### src/rtl/noc_pkg.sv
// rtl/noc_pkg.sv - shared NoC request-channel types and default widths
package noc_pkg;

  localparam int DEF_DW = 8;
  localparam int DEF_AW = 4;

  typedef enum logic [1:0] {
    IDLE    = 2'd0,
    ACCESS  = 2'd1,
    ACK     = 2'd2,
    RELEASE = 2'd3
  } state_t;

  typedef enum logic {
    OP_WR = 1'b0,
    OP_RD = 1'b1
  } op_t;

endpackage

### src/rtl/noc_resp_regfile.sv
// rtl/noc_resp_regfile.sv - 2^AW x W register array, synchronous write, registered read, async clear
module noc_resp_regfile #(
  parameter int W  = 8,
  parameter int AW = 4
) (
  input  logic          clk,
  input  logic          wrstn,
  input  logic          we,
  input  logic          re,
  input  logic [AW-1:0] addr,
  input  logic [W-1:0]  wdata,
  output logic [W-1:0]  rdata
);

  logic [W-1:0] mem [2**AW];

  // rdata is only reloaded on re, so it holds its last value between reads
  always_ff @(posedge clk or negedge wrstn) begin
    if (!wrstn) begin
      for (int i = 0; i < 2**AW; i++) mem[i] <= '0;
      rdata <= '0;
    end else begin
      if (we) mem[addr] <= wdata;
      if (re) rdata <= mem[addr];
    end
  end

endmodule

### src/rtl/noc_slave_responder.sv
// rtl/noc_slave_responder.sv - NoC slave endpoint: request FSM, wait counter, local register array
// Optional parity storage and checking enabled by NOC_RESP_PARITY_EN.
module noc_slave_responder
  import noc_pkg::*;
#(
  parameter int DW   = DEF_DW,
  parameter int AW   = DEF_AW,
  parameter int WAIT = 0
) (
  input  logic          clk,
  input  logic          wrstn,
  input  logic          req_write,
  input  logic          req_read,
  input  logic [AW-1:0] addr,
  input  logic [DW-1:0] wdata,
  output logic          ack,
  output logic [DW-1:0] rdata,
  output logic          busy
`ifdef NOC_RESP_PARITY_EN
  ,
  input  logic          wpar,
  output logic          rpar,
  output logic          par_err
`endif
);

`ifdef NOC_RESP_PARITY_EN
  localparam int MW = DW + 1;
`else
  localparam int MW = DW;
`endif

  state_t        state_q, state_d;
  op_t           op_l;
  logic [AW-1:0] addr_l;
  logic [DW-1:0] wdata_l;
  logic [3:0]    cnt_q;
  logic          req_any;
  logic          rd_en, wr_en;
  logic [MW-1:0] rf_wdata, rf_rdata;

  assign req_any = req_write | req_read;

  always_ff @(posedge clk or negedge wrstn) begin
    if (!wrstn) state_q <= IDLE;
    else        state_q <= state_d;
  end

  // The read is launched on the edge entering ACK so rdata is registered for the whole ACK cycle
  always_comb begin
    state_d = state_q;
    ack     = 1'b0;
    busy    = 1'b1;
    rd_en   = 1'b0;
    wr_en   = 1'b0;
    case (state_q)
      IDLE: begin
        busy = 1'b0;
        if (req_any) state_d = ACCESS;
      end
      ACCESS: begin
        if (cnt_q == 4'd0) begin
          state_d = ACK;
          rd_en   = (op_l == OP_RD);
        end
      end
      ACK: begin
        ack     = 1'b1;
        wr_en   = (op_l == OP_WR);
        state_d = RELEASE;
      end
      RELEASE: begin
        if (!req_any) state_d = IDLE;
      end
      default: state_d = IDLE;
    endcase
  end

  always_ff @(posedge clk or negedge wrstn) begin
    if (!wrstn) begin
      cnt_q   <= 4'd0;
      addr_l  <= '0;
      wdata_l <= '0;
      op_l    <= OP_WR;
    end else if (state_q == IDLE && req_any) begin
      cnt_q   <= 4'(WAIT);
      addr_l  <= addr;
      wdata_l <= wdata;
      op_l    <= req_write ? OP_WR : OP_RD;
    end else if (state_q == ACCESS && cnt_q != 4'd0) begin
      cnt_q <= cnt_q - 4'd1;
    end
  end

`ifdef NOC_RESP_PARITY_EN
  logic wpar_l;

  always_ff @(posedge clk or negedge wrstn) begin
    if (!wrstn) begin
      wpar_l  <= 1'b0;
      par_err <= 1'b0;
    end else begin
      if (state_q == IDLE && req_any) wpar_l <= wpar;
      if (wr_en && (wpar_l != ^wdata_l)) par_err <= 1'b1;
    end
  end

  assign rf_wdata = {wpar_l, wdata_l};
  assign rpar     = rf_rdata[DW];
`else
  assign rf_wdata = wdata_l;
`endif

  assign rdata = rf_rdata[DW-1:0];

  noc_resp_regfile #(
    .W  (MW),
    .AW (AW)
  ) u_regfile (
    .clk   (clk),
    .wrstn (wrstn),
    .we    (wr_en),
    .re    (rd_en),
    .addr  (addr_l),
    .wdata (rf_wdata),
    .rdata (rf_rdata)
  );

endmodule

### config.mk
export PLATFORM = sky130hd
export DESIGN_NAME = noc_slave_responder
export DESIGN_NICKNAME = d
export VERILOG_FILES = /design/src/rtl/noc_pkg.sv /design/src/rtl/noc_resp_regfile.sv /design/src/rtl/noc_slave_responder.sv
export SDC_FILE = /design/constraint.sdc
export NUM_CORES = 1
export LEC_CHECK = 0
export ABC_AREA = 1
export ABC_CLOCK_PERIOD_IN_PS = 3700
export BUFFER_PORTS_ARGS = -buffer_cell sky130_fd_sc_hd__buf_2
export CAP_MARGIN = 10
export CORE_MARGIN = 5
export CORE_UTILIZATION = 43
export CTS_CLUSTER_SIZE = 28
export DETAILED_ROUTE_END_ITERATION = 6
export GPL_ROUTABILITY_DRIVEN = 0
export REMOVE_ABC_BUFFERS = 1
export SYNTH_ARGS = -nofsm -noshare
export SYNTH_HDL_FRONTEND = slang
export SYNTH_SLANG_ARGS = --single-unit
### constraint.sdc
create_clock -name clk -period 3.7 [get_ports clk]
set_clock_uncertainty 0.1 [all_clocks]
set_input_delay 0.74 -clock clk [delete_from_list [all_inputs] [get_ports clk]]
set_output_delay 0.74 -clock clk [all_outputs]
set_load 0.05 [all_outputs]
==> results by group, run 1 <==
Worst setup path
  – FF-to-FF path depth: 6
  – CP Launch Point: state_q[0]
  – CP required: 2.86 ns
  – CP Launch Type: register
  – Crit path arrival time: 1.49 ns
  – R2R Path End: u_regfile.mem[74]
  – Critical Path End: busy
  – Worst r2r src: state_q[0]
  – Crit path max fanout: 3
  – FF-to-FF setup slack: 1.43 ns
  – Critical path type: reg2out
  – Crit path capture type: primary output

Flow run
  – Max-Cap Viols: 0

Timing
  – Fin Hold WS: 0.188 ns
  – Fin crit period: 2.33 ns
  – RSZ-0062 raised after global routing: false
  – Final hold vios: 0
  – Least-Margin Pin Slew: 0.922 ns
  – Slew margin rel.: 0.384
  – Max-slew violation count: 0
  – Tcrit/Tclk final: 0.628
  – Fmax: 430 MHz
  – Setup violations, final: 0
  – Setup TNS: 0 ns

Place
  – DP Area: 7380 µm²
  – # port buffers: 25
  – Hpwl dp: 10900 µm
  – Placed instance count: 1105

Floorplan
  – Die W: 139 µm
  – Boundary pin count: 26
  – Placeable Area: 16500 µm²
  – DIE AREA: 19300 µm²
  – Die Height: 139 µm
  – Number of cell rows: 47
  – Starting Density: 0.435

Global routing
  – Grt ovf: 0
  – Antenna violations before repair: 0
  – Largest net degree at the start of global routing: 67
  – Gr usage total: 0.194
  – First-pass GRT wire length: 30100 µm
  – Vias in the first global route: 5618

Synthesis
  – Cells after synthesis: 907
  – Post-synthesis register bit count: 155
  – Post-synthesis cell type count: 23
  – Primary FF master, synth: dfrtp_1
  – Register area share after synthesis: 0.542
  – EDFF count, synth: 0
  – Async SR Flop Fraction: 1.00
  – Syn_area_per_cell: 7.89 µm²
  – Mapped cell area: 7160 µm²
  – Synth warn: 0

Pwr
  – Leak Pwr: 0.00393 µW
  – P per Cell Area: 890 nW/µm²
  – IR drop worst, VDD: 622 µV

Finish
  – Layout cells sized above 1: 0.0949
  – Layout area overhead: 11.7%
  – N_diodes: 0
  – Reg area: 3880 µm²
  – Multi-input gate area: 2910 µm²
  – Layout Cell Area excl Fill: 7990 µm²
  – Final Non-Filler Cells: 1137
  – Filler cells: 1628
  – Nets: 926

Worst hold path
  – Worst Hold Class: in2async

Routing
  – Vias/cell: 5.06
  – Drt wl/cell: 15.8 µm
  – First-pass DRT Iterations: 6
  – Drt drc: 0
  – Final ANT Viol Nets: 0
  – Wirelength, routed: 18000 µm
  – Via count: 5758
  – Initial DRC Count: 551

Clock tree
  – Cts hold-fix bufs: 0
  – Clk buf depth: 2
  – CTS resizes: 0
  – Post-CTS Setup Bufs: 0
  – Worst-Skew Late Latency: 0.43 ns
  – TritonCTS Buffers: 17
  – Htree depth: 4
  – TritonCTS clock tree: done
  – Clock-pin slew of the registers on the worst-case setup and hold paths: 0.06 ns
  – Root buffer cell: clkbuf_16
  – Sink Count: 155

Status
  – Status: complete, no violations
[cells in the mapped netlist, types with 8 or more instances]
library cell | count | area share
clkbuf_1 | 12 | 0.0063
o21ai_0 | 78 | 0.055
or2_2 | 8 | 0.0070
nand4_1 | 8 | 0.0070
nand2_2 | 8 | 0.0070
o21ai_1 | 64 | 0.045
nand3_1 | 42 | 0.029
dfrtp_1 | 155 | 0.54
buf_2 | 31 | 0.022
inv_1 | 28 | 0.015
nor2_1 | 26 | 0.014
nand2_1 | 414 | 0.22
[placed cells by master (no fill, tap or decap), drive strengths merged]
cell      synthesis  final
nor3              7      7
bufinv            0      3
inv              30     30
nand2           422    422
clkinv            0      4
ha                6      6
a21oi             4      4
buf              42     32
or2               8      8
o21ai           142    142
nor2             26     26
clkinvlp          0      3
a31oi             1      1
dfrtp           155    155
nand4             8      8
a211oi            1      1
nor3b             1      1
nand3            42     42
clkbuf           12     22
[power breakdown]
part	switching (µW)	total [µW]	internal, µW
combinational	1870	2590	723
sequential	349	2710	2360
clock	698	1810	1110
[metal layers]
layer / up-vias / track usage / wire, µm
met5: - / 0 / 0
met4: 0 / 0.0618 / 328
met3: 22 / 0.0400 / 730
met2: 121 / 0.295 / 8120
met1: 2723 / 0.281 / 8800
li1: 2892 / - / -
[area by class of cell]
type,count,share of cell area
sequential,155,0.485
multi-input combinational,668,0.365
tap,220,0.0344
clock inverter,10,0.0175
inverter,30,0.0141
timing repair buffer,32,0.0246
clock buffer,22,0.0593
[cells by family after synthesis]
family,synth area share
compound gates,0.104
fa+ha+maj,0.0105
buf+inv,0.0521
flops,0.542
simple gates,0.292
[metrics by stage]
stage / setup WS (ns) / total power [µW] / utilization
final: 1.37 / 7110 / 0.485
after global routing: 1.24 / 7660 / 0.485
after CTS: 1.35 / 7170 / 0.485
after detailed placement: 1.46 / 5330 / 0.448
after global placement: 1.55 / 5290 / 0.448
after floorplan: 0.681 / 4430 / -
[registers in the layout (all words and copies together), names as in the netlist]
register         count
u_regfile.rdata      8
cnt_q                4
addr_l               4
op_l                 1
rf_wdata             8
u_regfile.mem      128
state_q              2
[critical path: stages (launching register included)]
cell     delay, ns
dfrtp_1       0.38
inv_1         0.09
ha_1          0.24
inv_1         0.09
buf_2         0.26
[worst min-delay path by stage]
| stage | end | slack [ns] | depth (start not counted) |
|---|---|---|---|
| after floorplan | addr_l[0] | 0.34 | 0 |
| after global placement | u_regfile.mem[11] | 0.37 | 2 |
| after detailed placement | u_regfile.mem[59] | 0.37 | 2 |
| after CTS | u_regfile.mem[78] | 0.21 | 1 |
| after global routing | u_regfile.mem[78] | 0.23 | 1 |
| final | u_regfile.mem[69] | 0.19 | 1 |
Power figures use the tool's default switching activity.
==> run 2, diff against run 1 <==
- ABC_AREA: 1 -> 0
- ABC_CLOCK_PERIOD_IN_PS: 3700 -> 2000
- clock period: 3.7 -> 2 ns (I/O delays scaled with it)
==> run 2 against run 1 <==
Die area rose by 0.13%; clock power rose by 73%; sequential share of layout area fell by 3.0 points.
==> results by group, run 2 <==
Status
  – Status: complete, no violations

Synthesis
  – Synth cell count leaders: dfrtp_1 (155), mux2_2 (117), nand2_1 (54), mux4_2 (21), clkbuf_1 (14)
  – Synth warn: 0
  – Primary FF master, synth: dfrtp_1
  – Mapped cell area: 7170 µm²
  – Synth area leaders: dfrtp_1 (54%), mux2_2 (18%), mux4_2 (6.6%)
  – Cells after synthesis: 493
  – Count leader, synth: dfrtp_1
  – Syn_area_per_cell: 14.5 µm²
  – Post-synthesis register bit count: 155
  – Post-synthesis cell type count: 44
  – Async SR Flop Fraction: 1.00
  – EDFF count, synth: 0
  – Post-synth top area share: 0.541
  – Largest area contributor in the netlist: dfrtp_1
  – Register area share after synthesis: 0.541

Clock tree
  – Clk buf depth: 2
  – Htree depth: 4
  – TritonCTS Buffers: 17
  – Sink Count: 155
  – Clock-pin slew of the registers on the worst-case setup and hold paths: 0.06 ns
  – Worst-Skew Late Latency: 0.42 ns
  – Root buffer cell: clkbuf_16
  – TritonCTS clock tree: done

Finish
  – Layout cells sized above 1: 0.469
  – N_diodes: 0
  – Commonest non-fill, non-tap cells in the layout: dfrtp_1 (152), mux2_2 (117), nand2_1 (54), buf_4 (44), mux4_2 (23)
  – Largest register by flop count: u_regfile.mem
  – Commonest non-fill, non-tap cell in the layout: dfrtp_1
  – Max reg flops: 128
  – Layout area overhead: 19.0%
  – Nets: 583

Pwr
  – P per Cell Area: 1570 nW/µm²
  – IR drop worst, VDD: 902 µV
  – Leak Pwr: 0.00410 µW

Routing
  – Final ANT Viol Nets: 0
  – Initial DRC Count: 252
  – Vias/cell: 5.49
  – First-pass DRT Iterations: 5
  – Wirelength, routed: 16100 µm
  – Drt wl/cell: 20.3 µm
  – Drt drc: 0
  – Via count: 4351

Worst setup path
  – Crit path arrival time: 2.15 ns
  – Crit path max fanout: 18
  – Crit path capture type: register
  – CP required: 2.20 ns
  – CP Launch Type: register
  – Critical path type: reg2reg

Flow run
  – Max-Cap Viols: 0

Global routing
  – Vias in the first global route: 4763
  – First-pass GRT wire length: 26500 µm
  – Antenna violations before repair: 0
  – Gr usage total: 0.177
  – Grt ovf: 0
  – Largest net degree at the start of global routing: 52

Timing
  – Fin crit period: 1.95 ns
  – Tcrit/Tclk final: 0.973
  – Max-slew violation count: 0
  – Final WS setup: 0.0547 ns
  – Least-Margin Pin Slew: 0.591 ns
  – Slew margin rel.: 0.606
  – Fin Hold WS: 0.0643 ns
  – Setup violations, final: 0
  – Final hold vios: 0
  – Fmax: 514 MHz
  – Setup TNS: 0 ns
  – RSZ-0062 raised after global routing: true

Floorplan
  – Die W: 139 µm
  – Starting Density: 0.435
  – Number of cell rows: 47
  – Die Height: 139 µm
  – Placeable Area: 16500 µm²
  – Boundary pin count: 26
  – DIE AREA: 19400 µm²

Place
  – # port buffers: 25
  – Hpwl dp: 11200 µm
  – Place WS: -0.0382 ns

Worst hold path
  – Worst Hold Class: in2reg
run 2: changes by cell type in the layout (fill, tap and decap cells not counted), moves of 13 or more:
| cell | change |
|---|---|
| mux2_2 | +117 |
| o21ai_1 | -64 |
| o21ai_0 | -71 |
| mux4_2 | +23 |
| nand2_1 | -360 |
| nor2_1 | -18 |
| nand3_1 | -39 |
| buf_4 | +38 |
| inv_1 | -21 |
| mux2_1 | +13 |
run 2: layout make-up:
cell class                      count  area, µm²
Clock buffer                       21        460
Clock inverter                     10        116
Fill cell                        1387       7930
Inverter                            8       30.0
Multi-Input combinational cell    300       3100
Sequential cell                   155       3880
Tap cell                          220        275
Timing Repair Buffer               79        673
run 2: metal layers:
| layer | GRT usage | up-vias | routed length [µm] |
|---|---|---|---|
| met5 | 0 | - | 0 |
| met4 | 0.0711 | 0 | 374 |
| met3 | 0.0366 | 29 | 557 |
| met2 | 0.301 | 82 | 8250 |
| met1 | 0.223 | 2303 | 6890 |
| li1 | - | 1937 | - |
run 2: what timing repair did:
item / CTS / global route
pin swaps: 1 / 0
endpoints found under the hold margin: 46 / 0
hold buffers: 1 / 0
endpoints found under the setup margin: 9 / 21
gates resized for setup: 4 / 12
buffers inserted: 0 / 5
run 2: worst paths after layout:
path | cells past startpoint | endpoint | slack [ns] | startpoint
hold reg to reg | 1 | u_regfile.mem[44] | 0.38 | u_regfile.mem[44]
min in group asynchronous | 2 | u_regfile.mem[8] | 0.41 | wrstn
setup / recovery | 4 | u_regfile.rdata[0] | 0.05 | addr_l[1]
setup reg to reg | 4 | u_regfile.rdata[0] | 0.05 | addr_l[1]
hold / removal | 3 | rf_wdata[3] | 0.06 | wdata[3]
max in group asynchronous | 3 | u_regfile.mem[91] | 0.74 | wrstn
run 2: logic make-up after synthesis:
logic type      after synthesis  share of synthesized area
simple gates                 99                     0.0745
mux                         163                      0.307
buf+inv                      38                     0.0316
xor+xnor                      2                    0.00244
fa+ha+maj                     6                     0.0105
flops                       155                      0.541
compound gates               30                     0.0325
run 2: stage by stage:
stage          cell area (µm²)   util  instances  power (µW)
2_1_floorplan             6970      -        463        8290
3_3_place_gp              7870  0.478        756        9910
3_5_place_dp              7870  0.478        756       10200
4_1_cts                   8470  0.514        788       13400
5_1_grt                   8530  0.518        793       14200
6_report                  8530  0.518        793       13400
run 2: where the power goes:
group          switching, µW  total, µW  internal (µW)
sequential              1150       5540           4390
combinational           2160       4690           2530
clock                   1240       3140           1890
total                   4550      13400           8820
run 2: critical path, stage by stage (launching register included):
cell	delay (ns)
dfrtp_2	0.47
buf_12	0.20
mux4_2	0.53
a22o_1	0.25
a221o_1	0.27
==> run 3, diff against run 2 <==
- CTS_BUF_LIST: default -> sky130_fd_sc_hd__clkbuf_16
==> run 3 against run 2 <==
Count of clock-buffer cells in the layout decreased by 4; global-route usage barely moved; clock power fell by 3%; power decreased by 0.75%; wire length is 0.27% lower; sequential power is essentially flat; register-to-register slack about the same; critical path type is now reg2out; highest routed layer unchanged.
==> results by group, run 3 (synthesized netlist as in run 2, its figures left out) <==
Worst setup path
  – Cell breakdown of the critical path: inv_1, ha_2, buf_4, buf_4
  – Crit path arrival time: 1.45 ns
  – CP required: 1.50 ns
  – Crit path capture type: primary output
  – FF-to-FF setup slack: 0.05 ns
  – Critical path type: reg2out
  – Cell family with most CP delay: buffers and inverters
  – CP Launch Type: register
  – Crit path max fanout: 5
  – CP most frequent cell: buf_4
  – CP peak stage delay: 0.38 ns
  – Crit-path slowest cell: dfrtp_1
  – Worst path bufs/invs: 3

Routing
  – WL met2: 8280 µm
  – Highest metal used: met4
  – Initial DRC Count: 258
  – Wirelength, routed: 16000 µm
  – Via count: 4372
  – First-pass DRT Iterations: 4
  – Met1 Wirelength: 6750 µm
  – Final ANT Viol Nets: 0
  – Wire length on met3: 645 µm
  – Vias/cell: 5.51
  – Drt drc: 0
  – Drt wl/cell: 20.2 µm

Clock tree
  – Htree depth: 4
  – TritonCTS clock tree: done
  – Root buffer cell: clkbuf_16
  – Sink Count: 155
  – TritonCTS Buffers: 17
  – Clk buf depth: 2
  – Clock-pin slew of the registers on the worst-case setup and hold paths: 0.06 ns
  – Worst-Skew Late Latency: 0.42 ns

Place
  – Hpwl dp: 11200 µm
  – # port buffers: 25
  – Placed instance count: 756

Floorplan
  – Number of cell rows: 47
  – Placeable Area: 16500 µm²
  – Boundary pin count: 26
  – Die W: 139 µm
  – Starting Density: 0.435
  – DIE AREA: 19400 µm²
  – Die Height: 139 µm

Global routing
  – Grt ovf: 0
  – First-pass GRT wire length: 26600 µm
  – Antenna violations before repair: 0
  – Vias in the first global route: 4770
  – Gr usage total: 0.177
  – Largest net degree at the start of global routing: 52

Timing
  – RSZ-0062 raised after global routing: true
  – Max-slew violation count: 0
  – Slew margin rel.: 0.607
  – Fmax: 513 MHz
  – Tcrit/Tclk final: 0.974
  – Fin crit period: 1.95 ns
  – Setup violations, final: 0
  – Final hold vios: 0
  – Least-Margin Pin Slew: 0.590 ns

Flow run
  – Max-Cap Viols: 0

Finish
  – Layout cells sized above 1: 0.466
  – Max reg flops: 128
  – Commonest non-fill, non-tap cell in the layout: dfrtp_1
  – Util after Layout: 0.517
  – Largest register by flop count: u_regfile.mem
  – Commonest non-fill, non-tap cells in the layout: dfrtp_1 (152), mux2_2 (117), nand2_1 (54), buf_4 (44), mux4_2 (23)
  – Nets: 583
  – Final Non-Filler Cells: 793
  – Filler cells: 1392
  – Layout area overhead: 18.8%
  – N_diodes: 0

Pwr
  – IR drop worst, VDD: 902 µV
  – P per Cell Area: 1560 nW/µm²
  – Leak Pwr: 0.00410 µW
  – Total chip power: 13300 µW

Status
  – Status: complete, no violations

Worst hold path
  – Worst Hold Class: in2reg
==> run 3: cell type report <==
type	instances	area (µm²)	share of cell area
Multi-Input combinational cell	300	3100	0.364
Sequential cell	155	3880	0.456
Clock inverter	14	131	0.0154
Inverter	8	30.0	0.00353
Timing Repair Buffer	79	673	0.0791
Tap cell	220	275	0.0323
Clock buffer	17	425	0.0500
==> run 3: path summary, 6_finish.rpt <==
| check | from | endpoint | cells past startpoint |
|---|---|---|---|
| worst max-delay path | state_q[0] | ack | 4 |
| worst min-delay path | wdata[3] | rf_wdata[3] | 3 |
| worst max register to register | addr_l[1] | u_regfile.rdata[0] | 4 |
| worst min register to register | u_regfile.mem[44] | u_regfile.mem[44] | 1 |
| max in group asynchronous | wrstn | u_regfile.mem[91] | 3 |
| min in group asynchronous | wrstn | u_regfile.mem[24] | 2 |
==> run 3: metal layers <==
layer | track usage | vias up
li1 | - | 1942
met1 | 0.224 | 2318
met2 | 0.300 | 87
met3 | 0.0366 | 25
met4 | 0.0711 | 0
met5 | 0 | -
==> run 3: report_power, final <==
group          internal [µW]  switching, µW
logic                   2530           2160
clock network           1810           1240
registers               4400           1140
total                   8730           4540
==> run 3: what timing repair did <==
item / in CTS / in global routing
buffers inserted: 0 / 5
gates resized for setup: 4 / 12
hold endpoints to repair: 46 / 0
pin swaps: 1 / 0
hold buffers: 1 / 0
setup endpoints to repair: 9 / 21
==> run 3: tightest hold or removal path: cells and delay by family <==
family | cells | cell delay, ns
AND/OR/NAND/NOR | 2 | 0.09
buffers and inverters | 1 | 0.07
==> run 3: stage by stage <==
step | setup TNS (ns) | instance area [µm²] | worst slack (ns) | hold slack [ns]
2_1_floorplan | -56.58 | 6970 | -0.691 | 0.00441
3_3_place_gp | 0 | 7870 | 0.0572 | 0.284
3_5_place_dp | -0.134 | 7870 | -0.0382 | 0.290
4_1_cts | 0 | 8450 | 0.00134 | 0.0467
5_1_grt | -0.154 | 8510 | -0.0276 | 0.0702
6_report | 0 | 8510 | 0.0524 | 0.0652
